### config.mk
export PLATFORM = sky130hd
export DESIGN_NAME = uart_tx_arbiter
export DESIGN_NICKNAME = d
export VERILOG_FILES = /design/src/rtl/uart_arb_pkg.sv /design/src/rtl/uart_rr_pick.sv /design/src/rtl/uart_tx_arbiter.sv
export SDC_FILE = /design/constraint.sdc
export NUM_CORES = 1
export LEC_CHECK = 0
export ABC_AREA = 1
export BUFFER_PORTS_ARGS = -buffer_cell sky130_fd_sc_hd__buf_2
export CORE_UTILIZATION = 35
export CTS_BUF_LIST = sky130_fd_sc_hd__clkbuf_4 sky130_fd_sc_hd__clkbuf_8
export DETAILED_ROUTE_END_ITERATION = 16
export PLACE_DENSITY = 0.79
export SYNTH_ARGS = -nofsm -noshare
export SYNTH_HDL_FRONTEND = slang
export SYNTH_HIERARCHICAL = 1
export SYNTH_SLANG_ARGS = --single-unit
### constraint.sdc
create_clock -name clk -period 1.2 [get_ports clk]
set_input_delay 0.24 -clock clk [delete_from_list [all_inputs] [get_ports clk]]
set_output_delay 0.24 -clock clk [all_outputs]
set_load 0.03 [all_outputs]
### src/rtl/uart_arb_pkg.sv
// Shared types and UART slot register map for the TX arbiter.
package uart_arb_pkg;

    typedef enum logic [2:0] {
        ST_INIT,
        ST_IDLE,
        ST_CHECK,
        ST_WRITE,
        ST_HOLD
    } arb_state_e;

    localparam logic [4:0] REG_STATUS = 5'd0;
    localparam logic [4:0] REG_DVSR   = 5'd1;
    localparam logic [4:0] REG_WRITE  = 5'd2;
    localparam logic [4:0] REG_RXPOP  = 5'd3;

    localparam int TX_FULL_BIT  = 9;
    localparam int RX_EMPTY_BIT = 8;

    function automatic int wrap_inc(input int idx, input int n);
        return (idx + 1 >= n) ? 0 : idx + 1;
    endfunction

endpackage

### src/rtl/uart_rr_pick.sv
// Combinational round-robin picker: first set request at or after ptr, wrapping.
module uart_rr_pick
    import uart_arb_pkg::*;
#(
    parameter int N_REQ = 4,
    localparam int IW = $clog2(N_REQ)
) (
    input  logic [N_REQ-1:0] req,
    input  logic [IW-1:0]    ptr,
    output logic             any,
    output logic [IW-1:0]    winner
);

    int   idx;
    logic found;

    always_comb begin
        any    = |req;
        winner = '0;
        found  = 1'b0;
        idx    = 0;
        for (int k = 0; k < N_REQ; k++) begin
            idx = int'(ptr) + k;
            if (idx >= N_REQ) idx = idx - N_REQ;
            if (!found && req[idx]) begin
                winner = IW'(idx);
                found  = 1'b1;
            end
        end
    end

endmodule

### src/rtl/uart_tx_arbiter.sv
// Round-robin sequencer sharing one UART slot's TX path among N_REQ byte streams.
// Optional stalled-lock timeout is compiled in with UART_ARB_TIMEOUT_EN.
module uart_tx_arbiter
    import uart_arb_pkg::*;
#(
    parameter int          N_REQ        = 4,
    parameter logic [10:0] DVSR_INIT    = 11'd650,
    parameter int          LOCK_TIMEOUT = 1024
) (
    input  logic                      clk,
    input  logic                      reset,
    input  logic [N_REQ-1:0]          req,
    input  logic [N_REQ-1:0][7:0]     data,
    input  logic [N_REQ-1:0]          last,
    output logic [N_REQ-1:0]          ack,
    output logic                      cs,
    output logic                      read,
    output logic                      write,
    output logic [4:0]                addr,
    output logic [31:0]               wr_data,
    input  logic [31:0]               rd_data,
    output logic                      busy,
    output logic [$clog2(N_REQ)-1:0]  owner
);

    localparam int IW = $clog2(N_REQ);

    arb_state_e     state, state_nx;
    logic [IW-1:0]  owner_nx;
    logic [IW-1:0]  ptr, ptr_nx;
    logic [IW-1:0]  owner_inc;
    logic [IW-1:0]  pick_idx;
    logic           pick_any;
    logic           tx_full;
    logic           hold_expired;

    assign tx_full   = rd_data[TX_FULL_BIT];
    assign owner_inc = IW'(wrap_inc(int'(owner), N_REQ));

    // Only the TX-full flag matters here; RX status belongs to another block.
    logic [30:0] unused_rd;
    assign unused_rd = {rd_data[31:TX_FULL_BIT+1], rd_data[TX_FULL_BIT-1:0]};

    uart_rr_pick #(.N_REQ(N_REQ)) u_pick (
        .req    (req),
        .ptr    (ptr),
        .any    (pick_any),
        .winner (pick_idx)
    );

`ifdef UART_ARB_TIMEOUT_EN
    localparam int TW = $clog2(LOCK_TIMEOUT) + 1;
    logic [TW-1:0] hold_cnt;

    // Counts cycles spent in HOLD; zero on the first HOLD cycle.
    always_ff @(posedge clk) begin
        if (reset || state != ST_HOLD) hold_cnt <= '0;
        else                           hold_cnt <= hold_cnt + 1'b1;
    end

    assign hold_expired = (hold_cnt == TW'(LOCK_TIMEOUT - 1));
`else
    logic [31:0] unused_timeout;
    assign unused_timeout = 32'(LOCK_TIMEOUT);
    assign hold_expired   = 1'b0;
`endif

    always_ff @(posedge clk) begin
        if (reset) begin
            state <= ST_INIT;
            owner <= '0;
            ptr   <= '0;
        end else begin
            state <= state_nx;
            owner <= owner_nx;
            ptr   <= ptr_nx;
        end
    end

    always_comb begin
        state_nx = state;
        owner_nx = owner;
        ptr_nx   = ptr;
        case (state)
            ST_INIT: state_nx = ST_IDLE;
            ST_IDLE: begin
                if (pick_any) begin
                    owner_nx = pick_idx;
                    state_nx = ST_CHECK;
                end
            end
            ST_CHECK: begin
                if (!tx_full) state_nx = req[owner] ? ST_WRITE : ST_HOLD;
            end
            ST_WRITE: begin
                if (last[owner]) begin
                    state_nx = ST_IDLE;
                    ptr_nx   = owner_inc;
                end else begin
                    state_nx = ST_CHECK;
                end
            end
            ST_HOLD: begin
                // A returning owner wins over a timeout landing on the same cycle.
                if (req[owner]) begin
                    state_nx = ST_CHECK;
                end else if (hold_expired) begin
                    state_nx = ST_IDLE;
                    ptr_nx   = owner_inc;
                end
            end
            default: state_nx = ST_IDLE;
        endcase
    end

    always_comb begin
        cs      = 1'b0;
        read    = 1'b0;
        write   = 1'b0;
        addr    = REG_STATUS;
        wr_data = '0;
        ack     = '0;
        if (!reset) begin
            case (state)
                ST_INIT: begin
                    cs      = 1'b1;
                    write   = 1'b1;
                    addr    = REG_DVSR;
                    wr_data = {21'h0, DVSR_INIT};
                end
                ST_CHECK: begin
                    cs   = 1'b1;
                    read = 1'b1;
                    addr = REG_STATUS;
                end
                ST_WRITE: begin
                    cs         = 1'b1;
                    write      = 1'b1;
                    addr       = REG_WRITE;
                    wr_data    = {24'h0, data[owner]};
                    ack[owner] = 1'b1;
                end
                default: ;
            endcase
        end
    end

    assign busy = (state == ST_CHECK) || (state == ST_WRITE) || (state == ST_HOLD);

endmodule

==> results of run 1 <==
Yosys cell counts:
cell | number | area share, %
nand2_1 | 49 | 14
nor2_1 | 38 | 11
buf_4 | 28 | 16
nand3_1 | 17 | 6.4
o21ai_0 | 17 | 6.4
inv_1 | 14 | 4.0
nand2_2 | 13 | 6.1
a21oi_1 | 11 | 4.2
dfxtp_1 | 7 | 11
inv_2 | 7 | 2.0
buf_2 | 5 | 1.9
ha_1 | 4 | 3.8
a211oi_1 | 3 | 1.7
nand4_1 | 3 | 1.4
nand3b_1 | 2 | 1.1
nor2_4 | 2 | 1.7
o22ai_1 | 2 | 0.95
a31oi_1 | 1 | 0.47
buf_6 | 1 | 0.85
clkbuf_1 | 1 | 0.28
conb_1 | 1 | 0.28
inv_6 | 1 | 0.66
nand2_4 | 1 | 0.85
nand3_2 | 1 | 0.76
nor2_8 | 1 | 1.5
nor3_1 | 1 | 0.38
o21ai_1 | 1 | 0.38
o221ai_1 | 1 | 0.66
stage by stage:
| stage | hold slack (ns) | power, mW | setup TNS, ns | utilization (%) |
|---|---|---|---|---|
| after CTS | 0.316 | 4.03 | -6.40 | 64.7 |
| after floorplan | 0.309 | 2.48 | -3.06 | - |
| after detailed placement | 0.535 | 3.13 | -3.65 | 55.1 |
| after global routing | 0.354 | 4.93 | -9.12 | 70.9 |
| final | 0.335 | 4.68 | -7.86 | 70.9 |
| after global placement | 0.537 | 3.07 | -3.10 | 55.1 |
kinds of logic after synthesis:
| family | count (synthesis) | synth area share, % |
|---|---|---|
| other | 1 | 0.284 |
| buffers and inverters | 57 | 25.5 |
| AND/OR/NAND/NOR | 128 | 45.0 |
| AO/OA/AOI/OAI | 36 | 14.8 |
| flip-flops | 7 | 10.6 |
| adder cells (fa/ha/maj) | 4 | 3.78 |
timing repair:
item | CTS | global route
buffers inserted | 6 | 9
gates resized for setup | 80 | 52
cloned | 0 | 0
setup endpoints to repair | 27 | 28
pin swaps | 9 | 21
registers in the layout, indices dropped and copies added, names as in the netlist:
name and flops:
owner 2, ptr 2, state 3
layout make-up:
class | instances | area (sq um) | area share (%)
Sequential cell | 7 | 164 | 6.67
Tap cell | 46 | 57.6 | 2.34
Clock buffer | 4 | 48.8 | 1.98
Timing Repair Buffer | 101 | 769 | 31.3
Inverter | 22 | 125 | 5.09
Multi-Input combinational cell | 194 | 1290 | 52.6
worst paths after layout:
check | start | end | slack (ns) | depth (start not counted)
min | rd_data[9] | state[1]$_SDFFE_PP0P_ | 0.34 | 3
max reg2reg | state[0]$_SDFFE_PP0P_ | ptr[0]$_SDFFE_PP0P_ | -0.26 | 9
max | state[0]$_SDFFE_PP0P_ | wr_data[3] | -0.43 | 9
min reg2reg | state[0]$_SDFFE_PP0P_ | state[0]$_SDFFE_PP0P_ | 0.61 | 2
power groups by stage:
stage | sequential [mW] | combinational [mW] | clock (mW)
after global routing | 0.512 | 4.02 | 0.393
after detailed placement | 0.432 | 2.70 | 0
after CTS | 0.454 | 3.21 | 0.367
after floorplan | 0.462 | 2.01 | 0
final | 0.498 | 3.80 | 0.382
after global placement | 0.432 | 2.64 | 0
critical path: stages (launching register included):
cell and delay (ns):
dfxtp_4 0.38, nand2_2 0.07, nor2_4 0.10, inv_2 0.07
nor2_8 0.14, inv_8 0.09, nand2_8 0.07, nand2_4 0.05
clkinv_4 0.05, buf_6 0.11
per-layer routing:
| layer | global-route usage (%) | routed length, microns | vias up |
|---|---|---|---|
| li1 | - | - | 893 |
| met1 | 23.9 | 1790 | 842 |
| met2 | 39.0 | 2690 | 113 |
| met3 | 5.25 | 478 | 22 |
| met4 | 7.39 | 199 | 0 |
| met5 | 0 | 0 | - |
==> impl_metrics.tcl, run 1 <==
set metrics [dict create \
    drtIter0Drc 77 \
    endpoint_kind "output port" \
    power_frac_clock_pct 8.2 \
    grt_max_degree 22 \
    min_period_ns 1.63 \
    start_util_pct 38.1 \
    wl_microns 5150 \
    vias 1870 \
    core-area_sq_um 3470 \
    dieArea_sq_um 4030 \
    synthCells 233 \
    peakVddDrop_mv 1.50 \
    fin_nets 407 \
    finalMaxSlewViolations 0 \
    yosys_warnings 6 \
    place_hpwl_microns 3050 \
    io_pins 121 \
    cts-root-buf "clkbuf_8" \
    die_w_microns 63.5 \
    power_frac_comb_pct 81.2 \
    wire_per_inst_microns 13.8 \
    clock_latency_ns 0.24 \
    hold_class "input pin to flop" \
    synthesis.area_sq_um 1320 \
    swShare_pct 54.0 \
    layout.cells.non_filler 374 \
    io_buffers 63 \
    p_int_mw 2.15 \
    worstSetupPathType "flop to output port" \
    p_switching_mw 2.52 \
    powerDensity_nw_per_um2 1900 \
    rsz0062_at_grt "true" \
    pre_cts_ws_ns -0.256 \
    synth.avg_cell_area_sq_um 5.68 \
    grt_overflow 0 \
    drc 0 \
    mostFrequentLayoutCells "buf_2, nand2_1, buf_6, buf_4, conb_1" \
    first_pass_iters 4 \
    clock_sinks 7 \
    start_kind "flop" \
    drtAntennaViolNets 0 \
    cts_tree "yes" \
    vias_per_cell 5.00 \
    globalplace.congestion 0.845 \
    grt_pass1_wl_microns 6890 \
    cts_max_path_buffers 2 \
    final_common_cell "buf_2" \
    fin_worst_skew_ns 0.00149 \
    grt_pass1_vias 1562 \
    placed_cell_area_sq_um 1910 \
    cts_made_buffers 3 \
    cp.required_ns 0.96 \
    dp_cells 359 \
    seqPwrFrac_pct 10.7 \
    area_growth_pct 85.9 \
    finalHoldViolCount 0 \
    maxCapViolCount 0 \
    gr-usage-all-layers_pct 21.4 \
    clkTransAtPathRegs_ns 0.05 \
    arrival_ns 1.39 \
    crit_fanout 7 \
    antenna_found_initial 0 \
    p_leak_nw 1.20 \
    htreeDepth 1 \
    violations "setup timing" \
    ys_ff_latch 7 \
    rows 21 \
    drive_above_1_share_pct 61.6 \
    holdBufCountCts 0 \
    ys_types 28 \
    worst_slack_ns -0.426 \
    status "complete, but fails checks" \
    fin_area_sq_um 2460 \
    max_freq_mhz 615 \
    n_antenna_cell 0 \
    fill_cells 264 \
    die_h_microns 63.5 \
    fin_crit_sh_pct 136 \
    setup_violations 26 \
    ys_seq_area_share_pct 10.6 \
]
Note: power is estimated with default switching activity, not from simulation.
==> run 2, diff against run 1 <==
Settings changed: ABC_AREA 1 to not set, CORE_UTILIZATION 35 to 31, CTS_BUF_LIST sky130_fd_sc_hd__clkbuf_4 sky130_fd_sc_hd__clkbuf_8 to sky130_fd_sc_hd__clkbuf_4, CTS_CLUSTER_DIAMETER set to 30, PLACE_DENSITY 0.79 to 0.78.
==> run 2 against run 1 <==
The flow still finishes with violations (setup timing). Flip-flop and latch count is the same. Core utilization shrank 12 points. Total power shrank 65%. Critical path depth shrank 4. Synthesized cell count shrank 47%. Count of clock-buffer cells in the layout is the same. Clock power shrank 38%. Via count shrank 37%. Sequential power shrank 42%. Fmax shrank 8.0%. Worst setup slack lost 0.14 ns. Area after synthesis shrank 20%. Largest power group unchanged.
==> impl_metrics.tcl, run 2 <==
set metrics [dict create \
    synth-edff-count 0 \
    place_hpwl_microns 2160 \
    die_h_microns 60.5 \
    fin_worst_skew_ns 0.000537 \
    cts_made_buffers 3 \
    core-area_sq_um 3150 \
    arrival_ns 1.53 \
    endpoint_kind "output port" \
    pre_cts_ws_ns -0.430 \
    cts_tree "yes" \
    globalplace.congestion 0.761 \
    crit_fanout 5 \
    first_pass_iters 4 \
    antenna_found_initial 0 \
    final_common_cell "buf_2" \
    holdWs_ns 0.297 \
    ys_types 32 \
    rr_worst_depth 5 \
    cts-root-buf "clkbuf_4" \
    maxCapViolCount 0 \
    synthCells 123 \
    drtIter0Drc 55 \
    fin_crit_sh_pct 147 \
    hold_path_depth 3 \
    synth.area.top_cells "buf_4, mux4_2, dfxtp_1, and2_1, ha_1" \
    worstSetupPathType "flop to output port" \
    async_reset_ff_share_pct 0 \
    ys_ff_latch 7 \
    ys.flop_type "dfxtp_1" \
    grt_overflow 0 \
    min_period_ns 1.77 \
    peakVddDrop_mv 0.291 \
    synth.most_common_cell "buf_4" \
    synth_top_area_cell "buf_4" \
    synth.avg_cell_area_sq_um 8.64 \
    rsz0062_at_grt "true" \
    synth_top_area_share_pct 19.1 \
    vias 1172 \
    die_w_microns 60.5 \
    drive_above_1_share_pct 68.6 \
    clkTransAtPathRegs_ns 0.05 \
    p_leak_nw 0.865 \
    cts_max_path_buffers 2 \
    ys_seq_area_share_pct 13.2 \
    finalMaxSlewViolations 0 \
    synthesis.area_sq_um 1060 \
    max_freq_mhz 566 \
    ys_top_cells_by_count "buf_4, and2_1, mux4_2" \
    violations "setup timing" \
    grt_pass1_wl_microns 4710 \
    regMostFlops "state" \
    mostFrequentLayoutCells "buf_2, buf_6, conb_1, buf_4, mux4_2" \
    finalHoldViolCount 0 \
    wire_per_inst_microns 13.3 \
    dieArea_sq_um 3660 \
    drc 0 \
    rows 20 \
    grt_max_degree 15 \
    drtAntennaViolNets 0 \
    wl_microns 3300 \
    clock_latency_ns 0.25 \
    start_kind "flop" \
    fill_cells 268 \
    grt_pass1_vias 1070 \
    powerDensity_nw_per_um2 865 \
    cp.required_ns 0.96 \
    hold_class "input pin to flop" \
    clock_sinks 7 \
    htreeDepth 1 \
    fin_nets 283 \
    gr-usage-all-layers_pct 17.3 \
    reg_top3 "state (3), owner (2), ptr (2)" \
    io_pins 121 \
    setup_violations 27 \
    n_antenna_cell 0 \
    area_growth_pct 75.9 \
    vias_per_cell 4.73 \
    status "complete, but fails checks" \
    worst_slack_ns -0.568 \
    yosys_warnings 6 \
    start_util_pct 33.7 \
    holdBufCountCts 0 \
    largest_reg_flops 3 \
    io_buffers 63 \
]
run 2: per-layer routing:
layer  GRT usage, %  part of all wire [%]  vias to the layer above
li1               -                     -                      553
met1           18.2                    37                      549
met3           4.26                   9.7                        6
met4           4.87                   1.6                        0
met2           33.6                    51                       64
met5              0                     0                        -
run 2: layout make-up:
| class | count | area [sq um] | area share (%) |
|---|---|---|---|
| clock buffers | 4 | 30.0 | 1.61 |
| inverters | 9 | 41.3 | 2.21 |
| multi-input cells | 100 | 940 | 50.3 |
| flip-flops and latches | 7 | 151 | 8.10 |
| well taps | 44 | 55.1 | 2.95 |
| repair buffers | 84 | 651 | 34.8 |
run 2: path summary, 6_finish.rpt:
check / from / to / slack [ns]
hold reg to reg: ptr[1]$_SDFFE_PP0P_ / ptr[1]$_SDFFE_PP0P_ / 0.64
setup / recovery: owner[0]$_SDFFE_PP0P_ / wr_data[7] / -0.57
hold / removal: rd_data[9] / state[0]$_SDFFE_PP0P_ / 0.30
setup reg to reg: owner[0]$_SDFFE_PP0P_ / state[1]$_SDFFE_PP0P_ / -0.52
run 2: critical path, stage by stage, from the launching register on:
cell and delay (ns):
dfxtp_4 0.36, buf_6 0.12, mux4_2 0.51, nand2_2 0.10, nand2_4 0.05, buf_6 0.13
run 2: power breakdown:
part           internal (mW)  switching (mW)  leakage, nW
logic                  0.514           0.581        0.787
clock network          0.149          0.0853       0.0184
registers              0.257          0.0307       0.0597
run 2: timing repair:
action | 4_1_cts | 5_1_grt
resized for setup | 63 | 9
cloned | 1 | 0
buffers inserted | 8 | 3
endpoints found under the setup margin | 27 | 28
pin swaps | 10 | 3
endpoints found under the hold margin | 0 | 0
run 2: cell families after synthesis:
family,synth area share [%]
AND/OR/NAND/NOR,20.4
adder cells (fa/ha/maj),4.71
flip-flops,13.2
buffers and inverters,24.5
multiplexers,23.4
other,0.353
AO/OA/AOI/OAI,13.4
run 2: metrics by stage:
step / cells / utilization, % / power (mW) / TNS (ns) / cell area, sq um
2_1_floorplan: 148 / - / 1.00 / -4.24 / 1330
3_3_place_gp: 233 / 47.8 / 1.10 / -6.34 / 1510
3_5_place_dp: 233 / 47.8 / 1.11 / -6.47 / 1510
4_1_cts: 245 / 57.6 / 1.58 / -10.69 / 1820
5_1_grt: 248 / 59.2 / 1.71 / -12.34 / 1870
6_report: 248 / 59.2 / 1.62 / -10.73 / 1870
